`src/rtl/wr_ptr_full.sv`:
```
// Write-domain pointer and full-flag generator for the asynchronous FIFO.
// Keeps the binary and Gray write pointers, the write address, an occupancy
// estimate and the full / almost-full / overflow flags. The Gray pointer is a
// direct flop output so the read domain can safely synchronize it.
//
// Handshake: a write is accepted on a rising clk edge when wen is high;
// wen = winc & ~wfull & ~rst. A winc while wfull is high is dropped and
// recorded in the sticky woverflow flag.
module wr_ptr_full #(
    parameter int N_BITS       = 8,
    parameter int AFULL_MARGIN = 4
) (
    input  logic              clk,
    input  logic              rst,
    input  logic              winc,
    input  logic [N_BITS:0]   rptr_sync,
    output logic              wen,
    output logic [N_BITS-1:0] waddr,
    output logic [N_BITS:0]   wptr,
    output logic              wfull,
    output logic              walmost_full,
    output logic [N_BITS:0]   wcount,
    output logic              woverflow
);

    // Almost-full threshold, expressed at pointer width.
    localparam int              AFULL_TH_I = (1 << N_BITS) - AFULL_MARGIN;
    localparam logic [N_BITS:0] AFULL_TH   = AFULL_TH_I[N_BITS:0];

    logic [N_BITS:0] wbin_q, wbin_d;
    logic [N_BITS:0] wptr_q, wptr_d;
    logic            wfull_q, wfull_d;
    logic            walmost_full_q, walmost_full_d;
    logic [N_BITS:0] wcount_q, wcount_d;
    logic            woverflow_q, woverflow_d;

    logic [N_BITS:0] rbin;
    logic [N_BITS:0] full_pattern;
    logic [N_BITS:0] occ_next;

    // Qualified write strobe; forced low during reset.
    assign wen = winc & ~wfull_q & ~rst;

    // Convert the synchronized Gray read pointer to binary (XOR prefix from MSB).
    always_comb begin
        rbin         = '0;
        rbin[N_BITS] = rptr_sync[N_BITS];
        for (int i = N_BITS - 1; i >= 0; i--) begin
            rbin[i] = rbin[i+1] ^ rptr_sync[i];
        end
    end

    // Next-state pointer, flags and occupancy, all from the same wbin_d/rptr_sync.
    always_comb begin
        wbin_d         = wbin_q + {{N_BITS{1'b0}}, wen};
        wptr_d         = (wbin_d >> 1) ^ wbin_d;
        // Full when the write pointer is one lap ahead: top two Gray bits inverted.
        full_pattern   = {~rptr_sync[N_BITS:N_BITS-1], rptr_sync[N_BITS-2:0]};
        wfull_d        = (wptr_d == full_pattern);
        occ_next       = wbin_d - rbin;
        wcount_d       = occ_next;
        walmost_full_d = (occ_next >= AFULL_TH);
        woverflow_d    = woverflow_q | (winc & wfull_q);
    end

    // State registers, cleared asynchronously on reset.
    always_ff @(posedge clk or posedge rst) begin
        if (rst) begin
            wbin_q         <= '0;
            wptr_q         <= '0;
            wfull_q        <= 1'b0;
            walmost_full_q <= 1'b0;
            wcount_q       <= '0;
            woverflow_q    <= 1'b0;
        end else begin
            wbin_q         <= wbin_d;
            wptr_q         <= wptr_d;
            wfull_q        <= wfull_d;
            walmost_full_q <= walmost_full_d;
            wcount_q       <= wcount_d;
            woverflow_q    <= woverflow_d;
        end
    end

    assign waddr        = wbin_q[N_BITS-1:0];
    assign wptr         = wptr_q;
    assign wfull        = wfull_q;
    assign walmost_full = walmost_full_q;
    assign wcount       = wcount_q;
    assign woverflow    = woverflow_q;

endmodule

```
`config.mk`:
```
export PLATFORM = sky130hd
export DESIGN_NAME = wr_ptr_full
export DESIGN_NICKNAME = d
export VERILOG_FILES = /design/src/rtl/wr_ptr_full.sv
export SDC_FILE = /design/constraint.sdc
export NUM_CORES = 1
export LEC_CHECK = 0
export BUFFER_PORTS_ARGS = -buffer_cell sky130_fd_sc_hd__buf_2
export CAP_MARGIN = 20
export CORE_UTILIZATION = 38
export CTS_CLUSTER_DIAMETER = 60
export DETAILED_ROUTE_END_ITERATION = 10
export GPL_ROUTABILITY_DRIVEN = 0
export PLACE_DENSITY = 0.65
export SLEW_MARGIN = 20
export SYNTH_ARGS = -nofsm -noshare
export SYNTH_HDL_FRONTEND = slang
export SYNTH_SLANG_ARGS = --single-unit
```
`constraint.sdc`:
```
create_clock -name clk -period 3.05 [get_ports clk]
set_input_delay 0.7625 -clock clk [delete_from_list [all_inputs] [get_ports clk]]
set_output_delay 0.7625 -clock clk [all_outputs]
set_load 0.01 [all_outputs]
```
Word level (Yosys, flattened, before mapping) --
Cells that the tools add are included. Widths: inputs -> output; s select.
Storage, ports and cells: bits in registers 30, output and inout bits 30, word-level logic and storage cells 26
Operators by class: add/sub/neg operators 2, order comparisons 1, equal/unequal tests 1, bitwise logic cells 16
Operator list (number):
- $add 9x1->9 | 1
- $eq 9x9->1 | 1
- $ge 9x8->1 const B | 1
- $sub 9x9->9 | 1
- $xor 8x9->9 | 1
- $xor 1x1->1 | 8
- $and 1x1->1 | 3
- $not 1->1 | 2
- $not 2->2 | 1
- $or 1x1->1 | 1

Depth between registers and ports, before layout --
Gate-level depths: netlist of the first run.
word-level depth 10, gate-level depth with buffers 15, depth with buffers taken out 15

Worst setup path after synthesis of the first run --
No wires, ideal clock.
path type input to register, start point in rptr_sync[8], end point reg walmost_full_q, in the netlist walmost_full, arrival 3950 ps, data required time 2946 ps, path slack -1004 ps, stages on the path 15, buffers on the path 0, path through xnor3_2 xor2_2 xnor2_2 xnor3_2 xnor2_2 inv_2 xnor2_2 ha_1 fa_1 nor2b_1 o21ai_0 a21oi_1 nand2_1 or4b_1 o311ai_1
On the way: cells in the longest elaborated chain, start to end 10
Ends and longest elaborated chain:
- start, declared | RTL line 16 | input logic [N_BITS:0] rptr_sync,
- $xor 1x1->1 * (4 in a row) | RTL line 49 | rbin[i] = rbin[i+1] ^ rptr_sync[i];
- $xor 1x1->1 (4 in a row) | RTL line 49
- $sub 9x9->9 * | RTL line 60 | occ_next = wbin_d - rbin;
- via occ_next[4] | RTL line 39 | logic [N_BITS:0] occ_next;
- $ge 9x8->1 * | RTL line 62 | walmost_full_d = (occ_next >= AFULL_TH);
- via walmost_full_d | RTL line 33 | logic walmost_full_q, walmost_full_d;
- end signal, assigned | RTL line 79 | walmost_full_q <= walmost_full_d;
- end, declared | RTL line 33
The timed path passes the listed nets; every way through them passes the cells marked *.

Worst setup path in the final report of the first run --
start point in rptr_sync[8], end point reg walmost_full_q, in the netlist walmost_full
On the way: cells in the longest elaborated chain, start to end 10
Ends and longest elaborated chain (RTL line):
- $xor 1x1->1 (8 in a row) | 49
- $sub 9x9->9 * | 60
- $ge 9x8->1 * | 62
- via walmost_full_d | 33
Marked as above.

==> results of run 1 <==
[flip-flops by register name, summed over array words and instances (netlist names)]
signal        count
walmost_full      1
wfull             1
woverflow         1
wptr              8
wcount            9
wbin_q            9
[how the worst max path moves through the flow]
stage	start	end	cells after the start
floorplan	rptr_sync[8]	walmost_full	14
global placement	rptr_sync[8]	walmost_full	16
detailed placement	rptr_sync[8]	walmost_full	16
CTS	rptr_sync[8]	walmost_full	15
global route	rptr_sync[8]	walmost_full	16
finish	rptr_sync[8]	walmost_full	15
[routing by layer]
| layer | vias up | routed length, um | GRT usage, % | share of wire, % |
|---|---|---|---|---|
| met5 | - | 0 | 0 | 0 |
| met4 | 0 | 43 | 7.03 | 1.1 |
| met3 | 5 | 83 | 5.00 | 2.2 |
| met2 | 19 | 2000 | 31.8 | 53 |
| met1 | 659 | 1640 | 20.8 | 44 |
| li1 | 691 | - | - | - |
[what timing repair did]
item,in CTS,in global routing
pin swaps,8,8
hold buffers,0,0
cloned,0,0
resized for setup,19,5
endpoints found under the setup margin,8,8
buffers inserted,8,3
[worst max-delay path, stage by stage]
cell	delay [ps]
sky130_fd_sc_hd__buf_6	70
sky130_fd_sc_hd__xnor3_2	460
sky130_fd_sc_hd__xor2_4	180
sky130_fd_sc_hd__xnor2_2	170
sky130_fd_sc_hd__xnor3_2	310
sky130_fd_sc_hd__xnor2_2	180
sky130_fd_sc_hd__inv_2	80
sky130_fd_sc_hd__xnor2_2	140
sky130_fd_sc_hd__ha_2	220
sky130_fd_sc_hd__fa_2	210
sky130_fd_sc_hd__nor2b_2	50
sky130_fd_sc_hd__o31a_1	280
sky130_fd_sc_hd__o31a_1	270
sky130_fd_sc_hd__or4b_1	530
sky130_fd_sc_hd__o311ai_1	230
[logic make-up (layout without fill, tap and decap cells)]
kind of cell,count (synthesis),count (layout)
XOR/XNOR,35,35
multiplexers,2,2
buffers and inverters,16,116
AO/OA/AOI/OAI,19,19
flip-flops,29,29
adder cells (fa/ha/maj),11,11
AND/OR/NAND/NOR,37,37
[through the flow]
| stage | utilization, % | setup TNS [ps] |
|---|---|---|
| detailed placement | 55.0 | -5750 |
| global route | 61.4 | -4850 |
| global placement | 55.0 | -5430 |
| floorplan | - | -2920 |
| CTS | 60.7 | -3480 |
| finish | 61.4 | -3760 |
[layout make-up]
cell class / count / area, sq um / area share, %
Sequential cell: 29 / 726 / 28.9
Tap cell: 50 / 62.6 / 2.49
Clock buffer: 7 / 96.3 / 3.84
Inverter: 15 / 56.3 / 2.24
Clock inverter: 1 / 5.00 / 0.199
Multi-Input combinational cell: 104 / 937 / 37.3
Timing Repair Buffer: 93 / 627 / 25.0
[power groups by stage]
stage	Sequential, uW	Combinational (uW)	Clock (uW)
6_report	611	1640	355
4_1_cts	612	1600	364
3_3_place_gp	617	1400	0
2_1_floorplan	681	734	0
5_1_grt	630	1810	380
3_5_place_dp	618	1420	0
[cell usage in the layout, fill, tap and decap left out, drive strengths merged]
| cell type | count |
|---|---|
| and4 | 1 |
| buf | 93 |
| nor2b | 2 |
| inv | 15 |
| nor4 | 1 |
| nand2 | 9 |
| o21a | 7 |
| o311ai | 1 |
| a21oi | 2 |
| nor3b | 1 |
| ha | 10 |
| mux2i | 2 |
| o31a | 3 |
| o31ai | 2 |
| nand2b | 2 |
| clkbuf | 7 |
| nor2 | 10 |
| xor2 | 13 |
| nand3 | 5 |
| xnor2 | 19 |
| nor3 | 4 |
| o21ai | 2 |
| clkinv | 1 |
| fa | 1 |
| a21o | 2 |
| dfrtp | 29 |
| or4b | 1 |
| xnor3 | 3 |
| or2 | 1 |
==> flow_summary.yaml, run 1 <==
place:
  dp_worst_setup_slack_ps: -1210
  dpl_cell_area_sq_um: 2250
  portBuffers: 41
  dpl.hpwl_mm: 2.69
  place.detailed.instances: 283
die:
  io-pin-count: 42
  floorplan.die_area_sq_um: 4610
  die_h_um: 67.9
  effective_utilization_at_floorplan_pct: 40.4
  floorplan.die.width_um: 67.9
  floorplan.rows: 23
  coreArea_sq_um: 4090
sta:
  finalWorstPathRequiredPeriod_ps: 3950
  finalSetupViolCount: 8
  fin_worst_skew_ps: 8.33
  maxSlewHeadroom_pct: 75.3
  finalCritPeriodShare_pct: 130
  timing.final.hold_violations: 0
  fin_ws_ps: -904
  rsz0062_at_grt: "yes"
  finalMaxSlewViolations: 0
  finalHoldWorstSlack_ps: 465
  timing_worst_slew_pin_value_ps: 370
  fmax_ghz: 0.253
routing:
  dr.first_iter.drc_count: 55
  avgRoutedWirePerCell_um: 12.6
  vias: 1374
  final_antenna_net_count: 0
  detailedRoute.firstPassIterationCount: 3
  via_density_per_instance: 4.60
  remaining_drc_errors: 0
  routed_wirelength_mm: 3.77
synth:
  synth_area_in_compound_gates_pct: 8.35
  post-synth-top-area-fraction_pct: 44.0
  synth-xor-area-share_pct: 23.1
  syn-cell-area_sq_um: 1650
  combinational_family_with_the_most_area_after_synthesis: "XOR/XNOR gates"
  ys_types: 31
  synth_area_leaders: "sky130_fd_sc_hd__dfrtp_1, sky130_fd_sc_hd__xnor2_1, sky130_fd_sc_hd__ha_1"
  yosys.area_share.adder_pct: 8.80
  netlist_instances: 149
  synthArstFlopShare_pct: 100
  synthMostInstantiatedCell: "sky130_fd_sc_hd__dfrtp_1"
  synth_area_leader_cell: "sky130_fd_sc_hd__dfrtp_1"
  number_of_enable_type_register_cells_in_the_synthesized_netlist: 0
  synth.ff_latch_count: 29
  mean_syn_cell_area_sq_um: 11.1
  yosys_most_used_dff: "sky130_fd_sc_hd__dfrtp_1"
  post_synth_and_or_nand_nor_area_fraction_pct: 10.9
  synth_seq_area_share_pct: 44.0
  number_of_nets_in_the_synthesized_netlist: 172
  yosys_warnings: 0
  synth.cells.most_frequent: "sky130_fd_sc_hd__dfrtp_1, sky130_fd_sc_hd__xnor2_1, sky130_fd_sc_hd__inv_1"
  synth.mux.area_fraction_pct: 1.21
power_and_ir_drop:
  total_leakage_power_uw: 0.00132
  combPwrFrac_pct: 62.9
  total_power_density_per_cell_area_nw_per_um2: 1040
  ir_worst_vdd_mv: 0.755
  p_sw_share_pct: 37.6
  power_report.internal_total_uw: 1630
  seqPwrFrac_pct: 23.4
  share_clk_of_total_power_pct: 13.6
  p_total_uw: 2610
  switching_power_uw: 980
min_path:
  hold_path.startpoint: "woverflow"
  hold-path-endpoint: "woverflow"
  timing.hold.worst.class: "flip-flop to flip-flop"
  hold-path-cell-count: 1
clocking:
  cts-buffers-inserted: 5
  insertion_delay_ps: 290
  ctsHtreeMaxLevel: 2
  clkSlewWorstSetupHoldPaths_ps: 60
  tritoncts_clock_tree: "built"
  cts_root_buf: "sky130_fd_sc_hd__clkbuf_8"
  clock_sinks: 29
  ctsLongestPathBuffers: 2
final_layout:
  diodes: 0
  nFillCells: 336
  final-instance-count-excl-fill: 299
  final_design_area_no_fill_sq_um: 2510
  share_of_layout_cells_above_drive_strength_1_pct: 49.8
  final_net_count: 271
  areaGrowthSynthToFinish_pct: 52.2
setup_path:
  r2r-end: "walmost_full"
  critical_path_arrival_ps: 4130
  worst-endpoint-required_ps: 3230
  ff2ff_setup_slack_ps: -170
  critPathKind: "input pin to flip-flop"
  timing.reg2reg.worst_path_depth: 11
  timing.critical_path.to_type: "flip-flop"
  startpoint_of_the_most_critical_register_to_register_path: "wfull"
  worstSetupStartpointType: "input pin"
  cp_max_fo: 3
global_routing:
  grt_start_max_net_pins: 30
  grt.total_usage_pct: 18.1
  grt_remaining_overflow: 0
  vias_in_the_first_global_route: 1394
  initial_antenna_violation_count: 0
  global_route_wire_length_before_repair_mm: 5.97
run:
  max_cap_viol_count: 0
outcome:
  status: "complete, but fails checks"
  failing_checks: "negative setup slack"
Power figures use the tool's default switching activity.
==> inputs of run 2 (changes only) <==
--- a/config.mk
+++ b/config.mk
@@ -11,6 +11,7 @@
 export CTS_CLUSTER_DIAMETER = 60
 export DETAILED_ROUTE_END_ITERATION = 10
 export GPL_ROUTABILITY_DRIVEN = 0
+export GPL_TIMING_DRIVEN = 0
 export PLACE_DENSITY = 0.65
 export SLEW_MARGIN = 20
 export SYNTH_ARGS = -nofsm -noshare
==> constraint.sdc (replaced) <==
create_clock -name clk -period 3.44 [get_ports clk]
set_input_delay 0.86 -clock clk [delete_from_list [all_inputs] [get_ports clk]]
set_output_delay 0.86 -clock clk [all_outputs]
set_load 0.01 [all_outputs]
==> flow_summary.yaml, run 2 (synthesis results as in run 1) <==
sta:
  timing_worst_slew_pin_value_ps: 595
  finalMaxSlewViolations: 0
  fmax_ghz: 0.238
  rsz0062_at_grt: "yes"
  finalWorstPathRequiredPeriod_ps: 4190
  fin_ws_ps: -754
  finalCritPeriodShare_pct: 122
  maxSlewHeadroom_pct: 60.3
  setup_total_negative_slack_ps: -1830
  fin_worst_skew_ps: 7.73
  timing.final.hold_violations: 0
  finalSetupViolCount: 5
min_path:
  hold-path-cell-count: 1
  timing.hold.worst.class: "flip-flop to flip-flop"
global_routing:
  initial_antenna_violation_count: 0
  grt.total_usage_pct: 15.4
  vias_in_the_first_global_route: 1178
  grt_start_max_net_pins: 30
  grt_remaining_overflow: 0
  global_route_wire_length_before_repair_mm: 5.09
setup_path:
  cp.depth: 16
  slowest_cell_delay_on_critical_path_ps: 540
  worstSetupStartpointType: "input pin"
  critical_path_arrival_ps: 4370
  cp_common_cell: "sky130_fd_sc_hd__xnor2_2"
  cp_max_fo: 3
  timing.critical_path.cells: "buf_8 > xnor3_2 > xor2_4 > xnor2_2 > xnor3_2 > xnor2_2 > inv_2 > xnor2_2 > ha_2 > fa_2 > nor2b_2 > o31a_1 > o21a_1 > nor3_2 > or4b_4 > o311ai_4"
  critical_path_buf_inv_count: 2
  timing.critical_path.to_type: "flip-flop"
  critPathKind: "input pin to flip-flop"
  critical_path.slowest_cell: "sky130_fd_sc_hd__or4b_4"
  worst-endpoint-required_ps: 3620
  timing.reg2reg.worst_path_depth: 11
  crit_family: "XOR/XNOR gates"
place:
  dp_worst_setup_slack_ps: -1120
  portBuffers: 41
  dpl_cell_area_sq_um: 1920
  dpl.hpwl_mm: 2.31
  place.detailed.instances: 240
final_layout:
  final_net_count: 234
  diodes: 0
  final-instance-count-excl-fill: 262
  share_of_layout_cells_above_drive_strength_1_pct: 39.6
  layout.cells.most_common: "sky130_fd_sc_hd__buf_2"
  final_util_pct: 54.0
  final_design_area_no_fill_sq_um: 2210
  areaGrowthSynthToFinish_pct: 33.9
  mostFrequentLayoutCells: "sky130_fd_sc_hd__buf_2, sky130_fd_sc_hd__dfrtp_1, sky130_fd_sc_hd__xnor2_1, sky130_fd_sc_hd__inv_1, sky130_fd_sc_hd__buf_4"
clocking:
  ctsLongestPathBuffers: 2
  insertion_delay_ps: 280
  post_cts_hold_buffer_count: 0
  cts-buffers-inserted: 5
  clkSlewWorstSetupHoldPaths_ps: 60
  clock_sinks: 29
  ctsHtreeMaxLevel: 2
  cts_root_buf: "sky130_fd_sc_hd__clkbuf_8"
  tritoncts_clock_tree: "built"
die:
  coreArea_sq_um: 4090
  floorplan.rows: 23
  floorplan.die.width_um: 67.9
  die_h_um: 67.9
  effective_utilization_at_floorplan_pct: 40.4
  floorplan.die_area_sq_um: 4610
  io-pin-count: 42
routing:
  via_density_per_instance: 4.70
  vias: 1232
  avgRoutedWirePerCell_um: 12.5
  detailedRoute.firstPassIterationCount: 4
  final_antenna_net_count: 0
  remaining_drc_errors: 0
  routed_wirelength_mm: 3.29
  dr.first_iter.drc_count: 28
outcome:
  status: "complete, but fails checks"
  failing_checks: "negative setup slack"
power_and_ir_drop:
  power_report.internal_total_uw: 1210
  seqPwrFrac_pct: 26.3
  p_sw_share_pct: 40.0
  ir_worst_vdd_mv: 0.555
  share_clk_of_total_power_pct: 13.5
  switching_power_uw: 806
  total_power_density_per_cell_area_nw_per_um2: 912
  total_leakage_power_uw: 0.00114
  combPwrFrac_pct: 60.2
run:
  max_cap_viol_count: 0
[run 2: cell type report]
cell class / count / area, sq um
buffer: 1 / 3.75
inverter: 15 / 56.3
multi-input combinational: 104 / 937
fill: 354 / 1880
clock inverter: 2 / 10.0
sequential: 29 / 726
timing repair buffer: 55 / 340
tap: 50 / 62.6
clock buffer: 6 / 72.6
[run 2: worst paths after layout]
check                             start           end  slack (ps)
hold reg to reg               woverflow     woverflow         460
hold / removal                woverflow     woverflow         460
setup / recovery           rptr_sync[8]  walmost_full        -750
max in group asynchronous           rst     wcount[3]        2390
setup reg to reg                  wfull  walmost_full        -130
min in group asynchronous           rst       wptr[0]         650
[run 2: worst reg2reg max path: cells and delay by family, from the launching register on]
family,cells,cell delay [ps]
flops,1,390
compound gates,3,810
xor+xnor,1,230
fa+ha+maj,3,880
buf+inv,1,110
simple gates,3,1040
[run 2: metrics by stage]
step | total power, uW | hold WS (ps)
4_1_cts | 1900 | 464
3_5_place_dp | 1510 | 446
5_1_grt | 2200 | 478
3_3_place_gp | 1500 | 439
6_report | 2010 | 458
2_1_floorplan | 1250 | 493
[run 2: routing by layer]
metal | wire length [um] | vias up | track usage [%]
met5 | 0 | - | 0
met4 | 50 | 0 | 6.25
met3 | 150 | 7 | 4.17
met2 | 1670 | 27 | 25.2
met1 | 1420 | 579 | 19.3
li1 | - | 619 | -
[run 2: repair_timing]
action | 4_1_cts | 5_1_grt
pin swaps | 10 | 16
setup buffers | 10 | 5
endpoints found under the setup margin | 6 | 6
resized for setup | 10 | 13
hold endpoints to repair | 0 | 0
[run 2: power by group through the flow]
stage          Sequential (uW)  Combinational [uW]  Clock, uW
6_report                   530                1210        272
5_1_grt                    547                1350        297
4_1_cts                    531                1090        282
3_5_place_dp               537                 975          0
3_3_place_gp               537                 962          0
2_1_floorplan              604                 651          0
==> inputs of run 3 (changes only) <==
--- a/config.mk
+++ b/config.mk
@@ -12,7 +12,7 @@
 export DETAILED_ROUTE_END_ITERATION = 10
 export GPL_ROUTABILITY_DRIVEN = 0
 export GPL_TIMING_DRIVEN = 0
-export PLACE_DENSITY = 0.65
+export PLACE_DENSITY = 0.62
 export SLEW_MARGIN = 20
 export SYNTH_ARGS = -nofsm -noshare
 export SYNTH_HDL_FRONTEND = slang
==> constraint.sdc (replaced) <==
create_clock -name clk -period 4.5 [get_ports clk]
set_input_delay 1.125 -clock clk [delete_from_list [all_inputs] [get_ports clk]]
set_output_delay 1.125 -clock clk [all_outputs]
set_load 0.01 [all_outputs]
==> flow_summary.yaml, run 3 (synthesis results as in run 1) <==
clocking:
  clock_sinks: 29
  ctsHtreeMaxLevel: 2
  ctsLongestPathBuffers: 2
  tritoncts_clock_tree: "built"
  insertion_delay_ps: 280
  clkSlewWorstSetupHoldPaths_ps: 60
  cts-buffers-inserted: 5
  cts_root_buf: "sky130_fd_sc_hd__clkbuf_8"
  post_cts_hold_buffer_count: 0
outcome:
  status: "complete, no violations"
sta:
  finalCritPeriodShare_pct: 99.1
  finalWorstPathRequiredPeriod_ps: 4460
  rsz0062_at_grt: "yes"
  finalSetupViolCount: 0
  fmax_ghz: 0.224
  maxSlewHeadroom_pct: 59.4
  finalMaxSlewViolations: 0
  timing_worst_slew_pin_value_ps: 608
  fin_worst_skew_ps: 3.55
  timing.final.hold_violations: 0
  finalHoldWorstSlack_ps: 460
routing:
  wl_met2_mm: 1.80
  vias: 1220
  dr.first_iter.drc_count: 47
  met3WireLength_um: 110
  remaining_drc_errors: 0
  avgRoutedWirePerCell_um: 12.7
  detailedRoute.firstPassIterationCount: 4
  met1_length_mm: 1.27
  via_density_per_instance: 4.77
  final_antenna_net_count: 0
  topRoutingLayerUsed: "met4"
  routed_wirelength_mm: 3.24
final_layout:
  final_design_area_no_fill_sq_um: 2120
  final-instance-count-excl-fill: 256
  areaGrowthSynthToFinish_pct: 28.3
  mostFrequentLayoutCells: "sky130_fd_sc_hd__buf_2, sky130_fd_sc_hd__dfrtp_1, sky130_fd_sc_hd__xnor2_1, sky130_fd_sc_hd__inv_1, sky130_fd_sc_hd__xor2_1"
  final_util_pct: 51.8
  layout.cells.most_common: "sky130_fd_sc_hd__buf_2"
  share_of_layout_cells_above_drive_strength_1_pct: 34.0
  diodes: 0
  final_net_count: 228
setup_path:
  critical_path_arrival_ps: 4640
  worst-endpoint-required_ps: 4680
  slowest_cell_delay_on_critical_path_ps: 550
  cp_max_fo: 2
  worstSetupStartpointType: "input pin"
  critical_path_buf_inv_count: 2
  ff2ff_setup_slack_ps: 980
  startpoint_of_the_most_critical_register_to_register_path: "wfull"
  cp_common_cell: "sky130_fd_sc_hd__xnor2_2"
  critical_path.slowest_cell: "sky130_fd_sc_hd__or4b_4"
  timing.reg2reg.worst_path_depth: 13
  timing.critical_path.to_type: "flip-flop"
  crit_family: "XOR/XNOR gates"
  timing.critical_path.cells: "buf_8 > xnor3_2 > xor2_4 > xnor2_2 > xnor3_2 > xnor2_2 > inv_2 > xnor2_2 > ha_2 > fa_2 > nor2b_2 > o21ai_1 > a21oi_1 > nand2_1 > or4b_4 > o311ai_4"
  r2r-end: "walmost_full"
  critPathKind: "input pin to flip-flop"
run:
  max_cap_viol_count: 0
place:
  place.detailed.instances: 240
  portBuffers: 41
  dpl_cell_area_sq_um: 1920
  dpl.hpwl_mm: 2.49
global_routing:
  global_route_wire_length_before_repair_mm: 5.18
  initial_antenna_violation_count: 0
  grt_start_max_net_pins: 30
  vias_in_the_first_global_route: 1216
  grt.total_usage_pct: 15.6
  grt_remaining_overflow: 0
die:
  effective_utilization_at_floorplan_pct: 40.4
  die_h_um: 67.9
  floorplan.rows: 23
  coreArea_sq_um: 4090
  floorplan.die.width_um: 67.9
  floorplan.die_area_sq_um: 4610
  io-pin-count: 42
min_path:
  hold_path.startpoint: "woverflow"
  hold-path-endpoint: "woverflow"
  timing.hold.worst.class: "flip-flop to flip-flop"
  hold-path-cell-count: 1
power_and_ir_drop:
  total_leakage_power_uw: 0.00110
  total_power_density_per_cell_area_nw_per_um2: 686
  ir_worst_vdd_mv: 0.352
  p_total_uw: 1450
-- run 3: changes by cell type in the layout (fill, tap and decap cells not counted), sizes merged --
| cell | change |
|---|---|
| buf | -6 |
-- run 3: through the flow --
stage,TNS (ps),setup WS [ps]
floorplan,0,83.6
global placement,-332,-332
detailed placement,-354,-354
CTS,0,20.2
global route,-97.4,-97.4
finish,0,39.8
-- run 3: metal layers --
layer / up-vias / global-route usage, %
li1: 606 / -
met1: 584 / 16.9
met2: 23 / 28.7
met3: 7 / 4.00
met4: 0 / 6.25
met5: - / 0
-- run 3: worst max-delay path by stage --
stage                       from            to  depth (start not counted)
finish              rptr_sync[6]  walmost_full                         16
global route        rptr_sync[6]  walmost_full                         16
CTS                 rptr_sync[8]  walmost_full                         16
detailed placement  rptr_sync[8]  walmost_full                         16
global placement    rptr_sync[8]  walmost_full                         16
floorplan           rptr_sync[8]  walmost_full                         15
-- run 3: power by group --
group / switching (uW) / internal (uW) / total, uW
Combinational: 447 / 393 / 840
Sequential: 43.4 / 364 / 407
Clock: 98.6 / 107 / 205
-- run 3: worst reg2reg max path, delay by kind of cell, from the launching register on --
| family | cells | cell delay (ps) |
|---|---|---|
| AND/OR/NAND/NOR | 4 | 1010 |
| buffers and inverters | 1 | 130 |
| flip-flops | 1 | 400 |
| adder cells (fa/ha/maj) | 3 | 860 |
| XOR/XNOR | 1 | 320 |
| AO/OA/AOI/OAI | 4 | 700 |
-- run 3: area by class of cell --
cell class / instances / area [sq um]
clock inverter: 2 / 10.0
buffer: 1 / 3.75
multi-input combinational: 104 / 903
sequential: 29 / 726
fill: 380 / 1970
inverter: 15 / 56.3
timing repair buffer: 49 / 282
clock buffer: 6 / 72.6
tap: 50 / 62.6
-- run 3: what timing repair did --
action                                  in CTS  in global routing
pin swaps                                    2                 11
gates resized for setup                      1                 12
buffers inserted                             2                  6
endpoints found under the setup margin       1                  1
